===== src/rtl/serial_adder_seq.sv =====
// Bit-serial adder/subtractor: DIGIT bits per clock, LSB digit first.
// Operands in and results out on valid/ready handshakes.
module serial_adder_seq #(
  parameter int WIDTH = 32,
  parameter int DIGIT = 1
) (
  input  logic             clk,
  input  logic             rst,
  input  logic             in_valid,
  output logic             in_ready,
  input  logic [WIDTH-1:0] A,
  input  logic [WIDTH-1:0] B,
  input  logic             Cin,
  input  logic             Sub,
  output logic [WIDTH-1:0] Sum,
  output logic             Cout,
  output logic             Overflow,
  output logic             out_valid,
  input  logic             out_ready,
  output logic             busy
);

  localparam int STEPS = WIDTH / DIGIT;
  localparam int CW = (STEPS > 1) ? $clog2(STEPS) : 1;
  localparam logic [CW-1:0] LAST = CW'(STEPS - 1);

  typedef enum logic [1:0] {
    IDLE,
    RUN,
    DONE
  } state_t;

  state_t state;

  logic [CW-1:0] count;
  logic carry;
  // a_sh holds A; sum digits fill in from the top as A drains out
  logic [WIDTH-1:0] a_sh;
  logic [WIDTH-1:0] b_sh;

  logic [DIGIT-1:0] ad;
  logic [DIGIT-1:0] bd;
  logic [DIGIT:0] dsum;
  logic [WIDTH-1:0] a_next;
  logic msb_cin;

  // one DIGIT-wide add step and the shifted operand/sum register
  always_comb begin
    ad = a_sh[DIGIT-1:0];
    bd = b_sh[DIGIT-1:0];
    dsum = {1'b0, ad} + {1'b0, bd} + {{DIGIT{1'b0}}, carry};
    a_next = WIDTH'({dsum[DIGIT-1:0], a_sh} >> DIGIT);
    msb_cin = ad[DIGIT-1] ^ bd[DIGIT-1] ^ dsum[DIGIT-1];
  end

  assign in_ready  = (state == IDLE);
  assign busy      = (state == RUN);
  assign out_valid = (state == DONE);

  // control FSM, datapath shift registers and registered results
  always_ff @(posedge clk or posedge rst) begin
    if (rst) begin
      state    <= IDLE;
      count    <= '0;
      carry    <= 1'b0;
      a_sh     <= '0;
      b_sh     <= '0;
      Sum      <= '0;
      Cout     <= 1'b0;
      Overflow <= 1'b0;
    end else begin
      unique case (state)
        IDLE: begin
          if (in_valid) begin
            a_sh  <= A;
            b_sh  <= Sub ? ~B : B;
            carry <= Sub ? ~Cin : Cin;
            count <= '0;
            state <= RUN;
          end
        end
        RUN: begin
          a_sh  <= a_next;
          b_sh  <= b_sh >> DIGIT;
          carry <= dsum[DIGIT];
          count <= count + CW'(1);
          if (count == LAST) begin
            Sum      <= a_next;
            Cout     <= dsum[DIGIT];
            Overflow <= msb_cin ^ dsum[DIGIT];
            state    <= DONE;
          end
        end
        DONE: begin
          if (out_ready) state <= IDLE;
        end
        default: state <= IDLE;
      endcase
    end
  end

endmodule


===== config.mk =====
export PLATFORM = sky130hd
export DESIGN_NAME = serial_adder_seq
export DESIGN_NICKNAME = d
export VERILOG_FILES = /design/src/rtl/serial_adder_seq.sv
export SDC_FILE = /design/constraint.sdc
export NUM_CORES = 1
export LEC_CHECK = 0
export BUFFER_PORTS_ARGS = -buffer_cell sky130_fd_sc_hd__buf_2
export CAP_MARGIN = 40
export CORE_MARGIN = 10
export CORE_UTILIZATION = 32
export CTS_BUF_LIST = sky130_fd_sc_hd__clkbuf_16
export DETAILED_ROUTE_END_ITERATION = 12
export GPL_TIMING_DRIVEN = 0
export PLACE_DENSITY = 0.52
export SYNTH_ARGS = -nofsm -noshare
export SYNTH_HDL_FRONTEND = slang
export SYNTH_SLANG_ARGS = --single-unit
export TNS_END_PERCENT = 1

===== constraint.sdc =====
create_clock -name clk -period 3.3 [get_ports clk]
set_input_delay 0.165 -clock clk [delete_from_list [all_inputs] [get_ports clk]]
set_output_delay 0.165 -clock clk [all_outputs]
set_load 0.005 [all_outputs]

**After elaboration in Yosys (flattened, before gate mapping)**

Index checks and enable logic that the tools add are counted.

- Add/sub/neg operators: 3
- Equality and inequality tests: 6
- Mux-type cells: 14
- Bitwise operators: 5
- Reductions and logical operators: 5

Operators by type and width:

| cell | count |
|---|---|
| one-hot mux 32 bit (2 select lines) | 2 |
| two-way mux 32 bit | 3 |
| NOT 32 bit | 1 |
| one-hot mux 5 bit (2 select lines) | 1 |
| two-way mux 2 bit | 3 |
| one-hot mux 2 bit (3 select lines) | 1 |
| adder 5 x 1 -> 5 bit, second input constant | 1 |
| == test 5 bit, second input constant | 1 |
| two-way mux 5 bit | 1 |
| != test 2 x 1 -> 1 bit, second input constant | 2 |
| AND reduction 2 bit | 2 |
| AND reduction 3 bit | 1 |
| XOR 1 bit | 3 |
| adder 1 x 1 -> 2 bit | 1 |
| adder 2 x 1 -> 2 bit | 1 |
| == test 2 x 1 -> 1 bit, second input constant | 1 |
| == test 2 bit, second input constant | 1 |
| zero test 2 bit | 1 |
| two-way mux 1 bit | 2 |
| != test 2 bit, second input constant | 1 |
| one-hot mux 1 bit (2 select lines) | 1 |
| nonzero test 2 bit | 1 |
| NOT 1 bit | 1 |

- Flip-flop bits (word level): 106
- Bits of input ports: 70
- Output and inout port bits: 37
- Word-level logic and storage cells: 41

**Depth between registers and ports, before layout**

- Depth after elaboration: 4
- Mapped depth: 8
- Depth with buffers taken out: 6

**Worst setup path after synthesis**

Ideal clock, no wire load.

- Kind: register -> register
- Start point: register count[0]
- End point: register Cout
- Library setup time: 125 ps
- Arrival time: 1642 ps
- Required time: 3175 ps
- Path slack: 1533 ps
- Stages on the path, launching flop included: 8
- Buffers on the path: 2
- Period minus slack after synthesis: 1767 ps
- Path through: dfrtp_1 -> ha_1 -> and3_1 -> ha_1 -> nand3b_4 -> buf_6 -> buf_6 -> mux2_4

- Longest elaborated chain between the ends: 2

Ends and longest elaborated chain:

| what | line | text |
|---|---|---|
| from (decl) | 35 | `logic [CW-1:0] count;` |
| from (signal assigned) | 86 | `count <= count + CW'(1);` |
| == test 5 bit | 87 | `if (count == LAST) begin` |
| AND reduction 2 bit (no line) | -- |  |
| to (signal assigned) | 89 | `Cout <= dsum[DIGIT];` |
| to (decl) | 16 | `output logic Cout,` |

No other way between the ends.
A chain may end at the register's enable or synchronous reset.

**Worst setup path after layout**

- Start point: register count[0]
- End point: register Sum[0]

- Longest elaborated chain between the ends: 2

Ends and longest elaborated chain:

| what | line | text |
|---|---|---|
| == test 5 bit | 87 |  |
| AND reduction 2 bit (no line) | -- |  |
| to (signal assigned) | 88 | `Sum <= a_next;` |
| to (decl) | 15 | `output logic [WIDTH-1:0] Sum,` |

No other way between the ends.

==> flow_summary.toml <==
[run_status]
status = "finished, final reports clean"

[synthesis]
yosys.area_share.simple_pct = 8.01
synth_top_area_share_pct = 52.7
muxShareOfSynthArea_pct = 9.62
yosysTopAreaCell = "dfrtp_1"
synth_edf_count = 0
synthFlopType = "dfrtp_1"
synth_area_leaders = "dfrtp_1 (53%), a22oi_1 (8.5%), mux2_4 (8.1%), xor2_1 (5.7%), o21ai_0 (5.1%)"
synth_nets = 524
synthAdderAreaFrac_pct = 0.895
syn_inst = 451
synth-xor-area-share_pct = 6.27
ys_seq_elements = 106
yosysSeqAreaShare_pct = 52.7
syn_area_per_cell_sq_um = 11.2
synth_area_sq_mm = 0.00503
yosysWarnings = 0
synth_top_family_by_area = "compound AO/OA/AOI/OAI gates"
synth_compound_area_share_pct = 17.4
synth_cell_types = 27
async_reset_ff_share_pct = 100

[placed_design]
gp_congestion = 0.746
io_buffer_count = 105
dpl-instance-area_sq_mm = 0.00585
dp_hpwl_mm = 9.60
pre_cts_slack_ns = 1.37

[power]
p_total_w = 0.00492
ir_drop_mv = 0.314
p_leak_nw = 3.05
power.density_mw_per_mm2 = 795

[timing]
tightest_slew_ns = 0.549
slew_headroom_pct = 63.4
period_share_pct = 58.8
finalHoldViolCount = 0
fmax_mhz = 515
finalCriticalPeriod_ns = 1.94
grt_setup_unrepaired = "false"
setup_viol = 0
fin_ws_ns = 1.36
finalMaxSlewViolations = 0
finalClockSkew_ns = 0.00931

[routing]
dr.first_iter.drc_count = 205
routed_wl_mm = 13.1
antenna_left = 0
wirelength_met1_mm = 6.29
first_pass_iters = 4
top_layer_used = "met4"
via_per_inst = 4.74
num_vias = 3729
wl_met2_mm = 5.77
drc_errors = 0
dr_wl_met3_um = 811
wire_per_inst_um = 16.7

[setup_path]
timing.rr.end = "Sum[0]"
startpoint = "count[0]"
arrival_ns = 2.18
path_max_fanout = 10
slowest_delay_ns = 0.41
cp-endpoint = "Sum[0]"
critical_path.endpoint_type = "flip-flop"
crit_family = "adder cells"
start_kind = "flip-flop"
cp.required_ns = 3.54
slowest_stage = "dfrtp_1"
cp.depth = 7
r2r_setup_slack_ns = 1.36
rr_startpoint = "count[0]"
cp.buffers_inverters = 2
reg2reg_depth = 7
crit_path_cell_trace = "ha_1 > and3_1 > ha_1 > nand3b_4 > buf_6 > buf_6 > mux2_4"
worstSetupPathType = "flip-flop to flip-flop"

[die]
die_x_um = 145
rows = 45
die_area_sq_mm = 0.0211
core_area_sq_mm = 0.0153
pin_count = 107
die_h_um = 145
initial_core_util_pct = 32.9

[global_routing]
antenna_found_initial = 0
grtUsageTotal_pct = 12.4
grt_first_pass_wirelength_mm = 21.3
gr-total-overflow = 0
grt_max_degree = 66
grt_pass1_vias = 3951

[clocking]
clockBufferDepth = 2
h-tree-depth = 3
cts.sinks = 106
ctsHoldBuffers = 2
cts_tree = "done"
numCtsBuffers = 9
cts_resized = 0
post-cts-setup-buffers = 0
clk_latency_ns = 0.35
cts.clk_slew.worst_paths_ns = 0.07
clockRootBuffer = "clkbuf_16"

[layout]
synthToLayoutAreaGrowth_pct = 23.0
mostFrequentLayoutCells = "buf_2 (121), dfrtp_1 (106), nand2_1 (65)"
final_nets = 643
post-route-util_pct = 40.4
final_common_cell = "buf_2"
antenna_cells = 0
drive_gt1_share_pct = 32.9
design_area_sq_mm = 0.00619

[hold_path]
hold_class = "primary input to flip-flop"
min_from = "A[14]"

[flow_run]
maxCapViolCount = 0
tightest hold or removal path: stages:
cell and delay, ns:
buf_2 0.08, a22oi_1 0.05, o21ai_1 0.11
per-layer routing:
layer  global-route usage, %  vias up
met5                       0        -
met4                    5.06        0
met3                    3.63       13
met2                    18.9       90
met1                    16.2     1809
li1                        -     1817
cells by family after synthesis:
family                   count (synthesis)
AO/OA/AOI/OAI                          142
XOR/XNOR                                36
adder cells (fa/ha/maj)                  3
buffers and inverters                   43
flip-flops                             106
multiplexers                            34
AND/OR/NAND/NOR                         87
final cells by class:
class                      count  area [sq um]
fill                        1554          9130
sequential                   106          2650
multi-input combinational    302          2120
timing repair buffer         108           573
tap                          211           264
buffer                        39           241
clock buffer                   9           225
clock inverter                 7          92.6
inverter                       4          17.5
metrics by stage:
step	cells	TNS [ns]	hold WS, ns
after global routing	786	0	0.101
final	786	0	0.0955
after global placement	767	-103.91	0.385
after floorplan	451	0	0.273
after CTS	786	0	0.0834
after detailed placement	768	0	0.264
worst min-delay path by stage:
stage,end,depth (start not counted)
floorplan,state[1],1
global placement,state[1],2
detailed placement,Sum[16],2
CTS,a_sh[14],3
global route,a_sh[14],3
finish,a_sh[14],3
Yosys cell counts (2+ instances only):
master	number
inv_1	4
o21ai_1	17
o21ai_0	51
a22o_1	3
buf_4	10
xor2_1	33
xnor2_1	3
dfrtp_1	106
ha_1	2
nand3_1	2
and3b_1	7
nor2b_1	6
nor2_1	3
a21oi_1	12
nand2b_1	2
mux2_2	7
clkbuf_1	8
buf_2	16
a22oi_1	57
buf_6	5
nand2_1	65
mux2_4	27
flip-flops by register name, indices dropped and copies added (netlist names):
register / count
Cout: 1
Overflow: 1
Sum: 32
a_sh: 32
b_sh: 32
carry: 1
count: 5
state: 2
report_power, final:
group | total (W) | internal, W | switching, W
Combinational | 0.00162 | 0.000825 | 0.000795
Clock | 0.00115 | 0.000664 | 0.000489
Sequential | 0.00214 | 0.00181 | 0.000331
(Power assumes the default switching activity.)
